`config.mk`:
```
export PLATFORM = sky130hd
export DESIGN_NAME = axi_master_demux_r
export DESIGN_NICKNAME = d
export VERILOG_FILES = /design/src/rtl/axi_master_demux_r_pkg.sv /design/src/rtl/axi_rd_track_fifo.sv /design/src/rtl/axi_master_demux_r.sv
export SDC_FILE = /design/constraint.sdc
export NUM_CORES = 1
export LEC_CHECK = 0
export BUFFER_PORTS_ARGS = -buffer_cell sky130_fd_sc_hd__buf_2
export CELL_PAD_IN_SITES_DETAIL_PLACEMENT = 1
export CELL_PAD_IN_SITES_GLOBAL_PLACEMENT = 1
export CORE_MARGIN = 2
export CORE_UTILIZATION = 34
export CTS_BUF_LIST = sky130_fd_sc_hd__clkbuf_16
export DETAILED_ROUTE_END_ITERATION = 8
export PLACE_DENSITY = 0.77
export SYNTH_ARGS = -nofsm -noshare
export SYNTH_HDL_FRONTEND = slang
export SYNTH_SLANG_ARGS = --single-unit
```
`constraint.sdc`:
```
create_clock -name ACLK -period 4 [get_ports ACLK]
set_input_delay 0.8 -clock ACLK [delete_from_list [all_inputs] [get_ports ACLK]]
set_output_delay 0.8 -clock ACLK [all_outputs]
set_load 0.01 [all_outputs]
```
`src/rtl/axi_master_demux_r_pkg.sv`:
```
// rtl/axi_master_demux_r_pkg.sv - shared widths, master select and tracker entry types
package axi_master_demux_r_pkg;

  localparam int ID_BITS       = 4;
  localparam int DATA_WIDTH    = 32;
  localparam int LEN_BITS      = 8;
  localparam int DEFAULT_DEPTH = 4;

  typedef enum logic [1:0] {
    M0 = 2'd0,
    M1 = 2'd1,
    M2 = 2'd2
  } msel_e;

  typedef struct packed {
    msel_e               msel;
    logic [LEN_BITS-1:0] len;
  } track_entry_t;

  typedef enum logic {
    S_IDLE,
    S_ROUTE
  } state_e;

endpackage

```
`src/rtl/axi_rd_track_fifo.sv`:
```
// rtl/axi_rd_track_fifo.sv - synchronous FIFO of outstanding read bursts
module axi_rd_track_fifo
  import axi_master_demux_r_pkg::*;
#(
  parameter int DEPTH = DEFAULT_DEPTH
) (
  input  logic                   clk,
  input  logic                   rst_n,
  input  logic                   push,
  input  track_entry_t           wdata,
  input  logic                   pop,
  output track_entry_t           rdata,
  output logic                   full,
  output logic                   empty,
  output logic [$clog2(DEPTH):0] count
);

  localparam int AW = $clog2(DEPTH);
  localparam int CW = AW + 1;

  track_entry_t   mem [DEPTH];
  logic [AW-1:0]  wr_ptr;
  logic [AW-1:0]  rd_ptr;
  logic           do_push;
  logic           do_pop;

  assign do_push = push && !full;
  assign do_pop  = pop && !empty;
  assign full    = (count == CW'(DEPTH));
  assign empty   = (count == '0);
  assign rdata   = mem[rd_ptr];

  // Storage needs no reset: entries are only read while count says they are valid.
  always_ff @(posedge clk) begin
    if (do_push) mem[wr_ptr] <= wdata;
  end

  // DEPTH is a power of two, so pointers wrap by natural overflow.
  always_ff @(posedge clk or negedge rst_n) begin
    if (!rst_n) begin
      wr_ptr <= '0;
      rd_ptr <= '0;
      count  <= '0;
    end else begin
      if (do_push) wr_ptr <= wr_ptr + AW'(1);
      if (do_pop)  rd_ptr <= rd_ptr + AW'(1);
      case ({do_push, do_pop})
        2'b10:   count <= count + CW'(1);
        2'b01:   count <= count - CW'(1);
        default: count <= count;
      endcase
    end
  end

endmodule

```
`src/rtl/axi_master_demux_r.sv`:
```
// rtl/axi_master_demux_r.sv - routes slave R beats back to the master that issued each read burst
module axi_master_demux_r
  import axi_master_demux_r_pkg::*;
#(
  parameter int DEPTH = DEFAULT_DEPTH
) (
  input  logic                   ACLK,
  input  logic                   ARESETn,
  input  logic                   arvalid,
  input  logic                   arready,
  input  logic [LEN_BITS-1:0]    arlen,
  input  logic                   m0_rgrnt,
  input  logic                   m1_rgrnt,
  input  logic                   m2_rgrnt,
  output logic                   ar_stall,
  input  logic [ID_BITS-1:0]     rid,
  input  logic [DATA_WIDTH-1:0]  rdata,
  input  logic [1:0]             rresp,
  input  logic                   rlast,
  input  logic                   rvalid,
  output logic                   rready,
  output logic [ID_BITS-1:0]     m0_RID,
  output logic [DATA_WIDTH-1:0]  m0_RDATA,
  output logic [1:0]             m0_RRESP,
  output logic                   m0_RLAST,
  output logic                   m0_RVALID,
  input  logic                   m0_RREADY,
  output logic [ID_BITS-1:0]     m1_RID,
  output logic [DATA_WIDTH-1:0]  m1_RDATA,
  output logic [1:0]             m1_RRESP,
  output logic                   m1_RLAST,
  output logic                   m1_RVALID,
  input  logic                   m1_RREADY,
  output logic [ID_BITS-1:0]     m2_RID,
  output logic [DATA_WIDTH-1:0]  m2_RDATA,
  output logic [1:0]             m2_RRESP,
  output logic                   m2_RLAST,
  output logic                   m2_RVALID,
  input  logic                   m2_RREADY,
  output logic [$clog2(DEPTH):0] outstanding,
  output logic                   err_unexpected,
  output logic                   err_len
);

  localparam int CW = $clog2(DEPTH) + 1;

  state_e              state;
  logic [LEN_BITS-1:0] beat_cnt;
  track_entry_t        head;
  track_entry_t        push_entry;
  msel_e               grant_sel;
  msel_e               sel;
  logic [2:0]          grant;
  logic                onehot, ar_hs, push, pop, route, beat, len_hit;
  logic                fifo_full, fifo_empty, err_hs_q;

  assign grant  = {m2_rgrnt, m1_rgrnt, m0_rgrnt};
  assign onehot = (grant == 3'b001) || (grant == 3'b010) || (grant == 3'b100);
  assign ar_hs  = arvalid && arready;
  assign push   = ar_hs && onehot && !fifo_full;

  always_comb begin
    grant_sel = M0;
    if (m1_rgrnt) grant_sel = M1;
    if (m2_rgrnt) grant_sel = M2;
  end

  assign push_entry = '{msel: grant_sel, len: arlen};

  axi_rd_track_fifo #(.DEPTH(DEPTH)) u_track (
    .clk   (ACLK),
    .rst_n (ARESETn),
    .push  (push),
    .wdata (push_entry),
    .pop   (pop),
    .rdata (head),
    .full  (fifo_full),
    .empty (fifo_empty),
    .count (outstanding)
  );

  assign ar_stall = fifo_full;
  assign route    = (state == S_ROUTE);
  assign sel      = head.msel;
  assign beat     = route && rvalid && rready;
  assign len_hit  = (beat_cnt == head.len);
  assign pop      = beat && (rlast || len_hit);

  always_comb begin
    rready = 1'b0;
    if (route) begin
      case (sel)
        M0:      rready = m0_RREADY;
        M1:      rready = m1_RREADY;
        M2:      rready = m2_RREADY;
        default: rready = 1'b0;
      endcase
    end
  end

  // Payload fans out to every master; only RVALID qualifies who owns the beat.
  assign m0_RID   = rid;
  assign m0_RDATA = rdata;
  assign m0_RRESP = rresp;
  assign m0_RLAST = rlast;
  assign m1_RID   = rid;
  assign m1_RDATA = rdata;
  assign m1_RRESP = rresp;
  assign m1_RLAST = rlast;
  assign m2_RID   = rid;
  assign m2_RDATA = rdata;
  assign m2_RRESP = rresp;
  assign m2_RLAST = rlast;

  assign m0_RVALID = route && rvalid && (sel == M0);
  assign m1_RVALID = route && rvalid && (sel == M1);
  assign m2_RVALID = route && rvalid && (sel == M2);

  // Stray R data is flagged for as long as it is presented, but never while held in reset.
  assign err_unexpected = err_hs_q || (ARESETn && !route && rvalid);

  always_ff @(posedge ACLK or negedge ARESETn) begin
    if (!ARESETn) begin
      state    <= S_IDLE;
      beat_cnt <= '0;
      err_hs_q <= 1'b0;
      err_len  <= 1'b0;
    end else begin
      err_hs_q <= ar_hs && !onehot;
      err_len  <= pop && (rlast != len_hit);
      if (pop)       beat_cnt <= '0;
      else if (beat) beat_cnt <= beat_cnt + LEN_BITS'(1);
      case (state)
        S_IDLE:  if (push) state <= S_ROUTE;
        S_ROUTE: if (pop && !push && (outstanding == CW'(1))) state <= S_IDLE;
        default: state <= S_IDLE;
      endcase
    end
  end

endmodule

```
==> flow_summary_export.csv <==
group,metric,value,unit
yosys,yosys.area.top_type,"edfxtp_1",
critical_path,critPathKind,"reg -> reg",
clocking,cts_tree,"yes",
timing,setup-violations-final,0,
global_routing,grt_pass1_wl,10800,um
placement,dp_hpwl,5570,um
die,die_y,106,um
critical_path,r2r_cells,11,
yosys,syn_area,3560,um2
critical_path,critPathRequiredTime,4.20,ns
finish,nets,293,
yosys,syn_avg_cell_area,11.9,um2
pwr,ir_drop,0.000389,V
detailed_routing,post-route-drc-count,0,
timing,skew,0.00482,ns
detailed_routing,finalWirelength,6940,um
timing,rsz0062_at_grt,"false",
critical_path,cp_top_family,"simple AND/OR/NAND/NOR gates",
run_status,outcome,"finished, final reports clean",
clocking,numCtsBuffers,9,
die,rows,37,
critical_path,crit_slowest_cell,"mux4_2",
global_routing,grt_pass1_vias,1827,
global_routing,grt_remaining_overflow,0,
pwr,switching_share,28.8,%
detailed_routing,final_antenna_net_count,0,
detailed_routing,vias,1710,
yosys,synth_seq_area_share,46.4,%
finish,final_area,3320,um2
critical_path,start_kind,"register",
critical_path,worstReg2RegEnd,"u_track.count[2]$_DFFE_PN0P_",
critical_path,r2r_slack,0.74,ns
clocking,h-tree-depth,3,
pwr,clockPowerShare,36.9,%
pwr,total_power,2.14,mW
placement,dpl_cell_area,3010,um2
die,core-area,10200,um2
yosys,syn_inst,299,
clocking,clock_sinks,58,
finish,drive_above_1_share,27.1,%
timing,setup_ws,0.738,ns
yosys,ys_ff_latch,58,
timing,maxSlewViolCount,0,
timing,tightest_slew,0.602,ns
placement,dp_worst_setup_slack,0.665,ns
timing,final_hold_viol_count,0,
finish,fin_util,32.4,%
detailed_routing,drt_first_iter_violations,81,
placement,place.port_buffers,32,
pwr,powerDensity,644,nW/um2
clocking,cts_setup_buffers,0,
global_routing,grt_max_degree,20,
clocking,cts_buffer_depth,2,
clocking,cts_resized,0,
critical_path,crit_arrival,3.46,ns
finish,syn_to_final_growth,-6.72,%
clocking,hold_buffers,0,
timing,finalSetupTns,0,ns
detailed_routing,dr.pass1.iters,4,
pwr,intPower,1.52,mW
yosys,syn_nets,368,
die,die_w,106,um
detailed_routing,via_per_inst,4.68,
finish,diodes,0,
die,ios,185,
timing,timing.final.crit_period,3.26,ns
placement,placed_cells_incl_taps,349,
critical_path,crit_buf_inv,1,
critical_path,worstPathMaxFanout,8,
critical_path,end_kind,"register",
yosys,yosys-top-cells-area,"edfxtp_1, buf_4, dfrtp_1, mux4_2, ha_1",
die,dieArea,11300,um2
die,initial_core_util,34.8,%
timing,maxSlewHeadroom,59.7,%
timing,period_share,81.6,%
pwr,power.share.sequential,38.3,%
critical_path,r2r_start,"u_track.rd_ptr[0]$_DFFE_PN0P_",
critical_path,path_cells,"buf_4, mux4_2, xor2_1, nor4_1, nand2_1, ha_1, nor3_1, ha_1, mux2i_1, nor2_1, xor2_1",
pwr,p_leak,1.32,nW
clocking,clock_latency,0.32,ns
yosys,yosysUniqueCellTypes,34,
pwr,switching_power,616,uW
timing,clock.fmax,0.307,GHz
placement,routabilityCongestion,0.768,
pwr,power_frac_comb,24.8,%
job,cap_violations,0,
clocking,cts_root_buf,"clkbuf_16",
finish,stdcell_count,365,
critical_path,crit_path_max_incr_delay,0.52,ns
global_routing,track_usage,13.0,%
clocking,cts.clk_slew.worst_paths,0.05,ns
detailed_routing,wire_per_inst,19.0,um
yosys,ys.warnings.count,0,
global_routing,antenna_found_initial,0,
timing,whs,0.426,ns
yosys,yosys.area.top_type_share,33.8,%
min_path,hold_class,"in -> async",
==> per-layer routing <==
layer | share of wire (%) | wire [um] | track usage (%) | vias up
met1 | 32 | 2220 | 12.2 | 811
met4 | 1.2 | 82 | 3.76 | 0
met3 | 11 | 785 | 6.62 | 13
met5 | 0 | 0 | 0 | -
li1 | - | - | - | 765
met2 | 56 | 3850 | 24.4 | 121
==> cell families after synthesis <==
kind of cell	share of synthesized area (%)
AND/OR/NAND/NOR	8.51
flip-flops	46.4
AO/OA/AOI/OAI	3.94
XOR/XNOR	3.69
buffers and inverters	25.9
multiplexers	7.67
adder cells (fa/ha/maj)	3.87
==> placed cells by master, fill, tap and decap left out, drive strengths merged, types with 6 or more instances in the layout <==
cell and n:
edfxtp 40, clkbuf 9, nand2 10, o21ai 8, dfrtp 18, nor2b 6, nor2 6, buf 33
xor2 12, ha 11, and2 9, mux4 11, inv 11
==> layout make-up <==
cell class / count / area [um2]
clock buffers: 9 / 225
clock inverters: 7 / 86.3
fillers: 1081 / 6910
inverters: 9 / 33.8
multi-input cells: 113 / 985
flip-flops and latches: 58 / 1650
well taps: 136 / 170
repair buffers: 33 / 168
==> power by group through the flow <==
stage	Clock (mW)	Combinational, mW	Sequential, mW
floorplan	0	0.532	0.793
global placement	0	0.524	0.824
detailed placement	0	0.541	0.831
CTS	0.800	0.542	0.820
global route	0.832	0.600	0.831
finish	0.787	0.531	0.818
==> synthesized netlist by cell type <==
| master | number |
|---|---|
| mux2i_1 | 1 |
| a32oi_4 | 1 |
| ha_1 | 11 |
| o21a_1 | 1 |
| nand2_1 | 10 |
| a31o_2 | 1 |
| o31ai_1 | 1 |
| mux4_2 | 11 |
| nor3b_1 | 1 |
| nor2_1 | 5 |
| and4_1 | 1 |
| a22oi_1 | 2 |
| buf_4 | 117 |
| mux2_4 | 1 |
| a21oi_1 | 5 |
| nor2_2 | 1 |
| and3_1 | 5 |
| xnor2_1 | 3 |
| nor4_1 | 2 |
| nand3_1 | 3 |
| or3_1 | 3 |
| nor2b_1 | 6 |
| a22o_1 | 1 |
| nand2b_1 | 1 |
| edfxtp_1 | 40 |
| and2_1 | 9 |
| o21ai_0 | 8 |
| dfrtp_1 | 18 |
| nor3b_2 | 1 |
| buf_2 | 2 |
| nor4b_1 | 1 |
| nor3_1 | 5 |
| inv_1 | 9 |
| xor2_1 | 12 |
==> flip-flops by register name, indices dropped and copies added, names as in the netlist <==
signal	cells
route	1
beat_cnt	8
u_track.mem	40
u_track.rd_ptr	2
err_hs_q	1
u_track.wr_ptr	2
u_track.count	3
err_len	1
==> how the worst max path moves through the flow <==
stage | endpoint | cells past startpoint | startpoint
2_1_floorplan | u_track.count[2]$_DFFE_PN0P_ | 11 | u_track.rd_ptr[0]$_DFFE_PN0P_
3_3_place_gp | u_track.count[2]$_DFFE_PN0P_ | 11 | u_track.rd_ptr[0]$_DFFE_PN0P_
3_5_place_dp | u_track.count[2]$_DFFE_PN0P_ | 11 | u_track.rd_ptr[0]$_DFFE_PN0P_
4_1_cts | u_track.count[2]$_DFFE_PN0P_ | 11 | u_track.rd_ptr[0]$_DFFE_PN0P_
5_1_grt | u_track.count[2]$_DFFE_PN0P_ | 11 | u_track.rd_ptr[0]$_DFFE_PN0P_
6_report | u_track.count[2]$_DFFE_PN0P_ | 11 | u_track.rd_ptr[0]$_DFFE_PN0P_
==> worst register-to-register path, delay by kind of cell, from the launching register on <==
kind	cells	cell delay (ns)
xor gates and xnor gates	2	0.29
and+or+nand+nor	4	0.84
buffers and inverters	1	0.26
muxes	2	0.73
DFF	1	0.47
adders and majority gates	2	0.54
(Power assumes the default switching activity.)
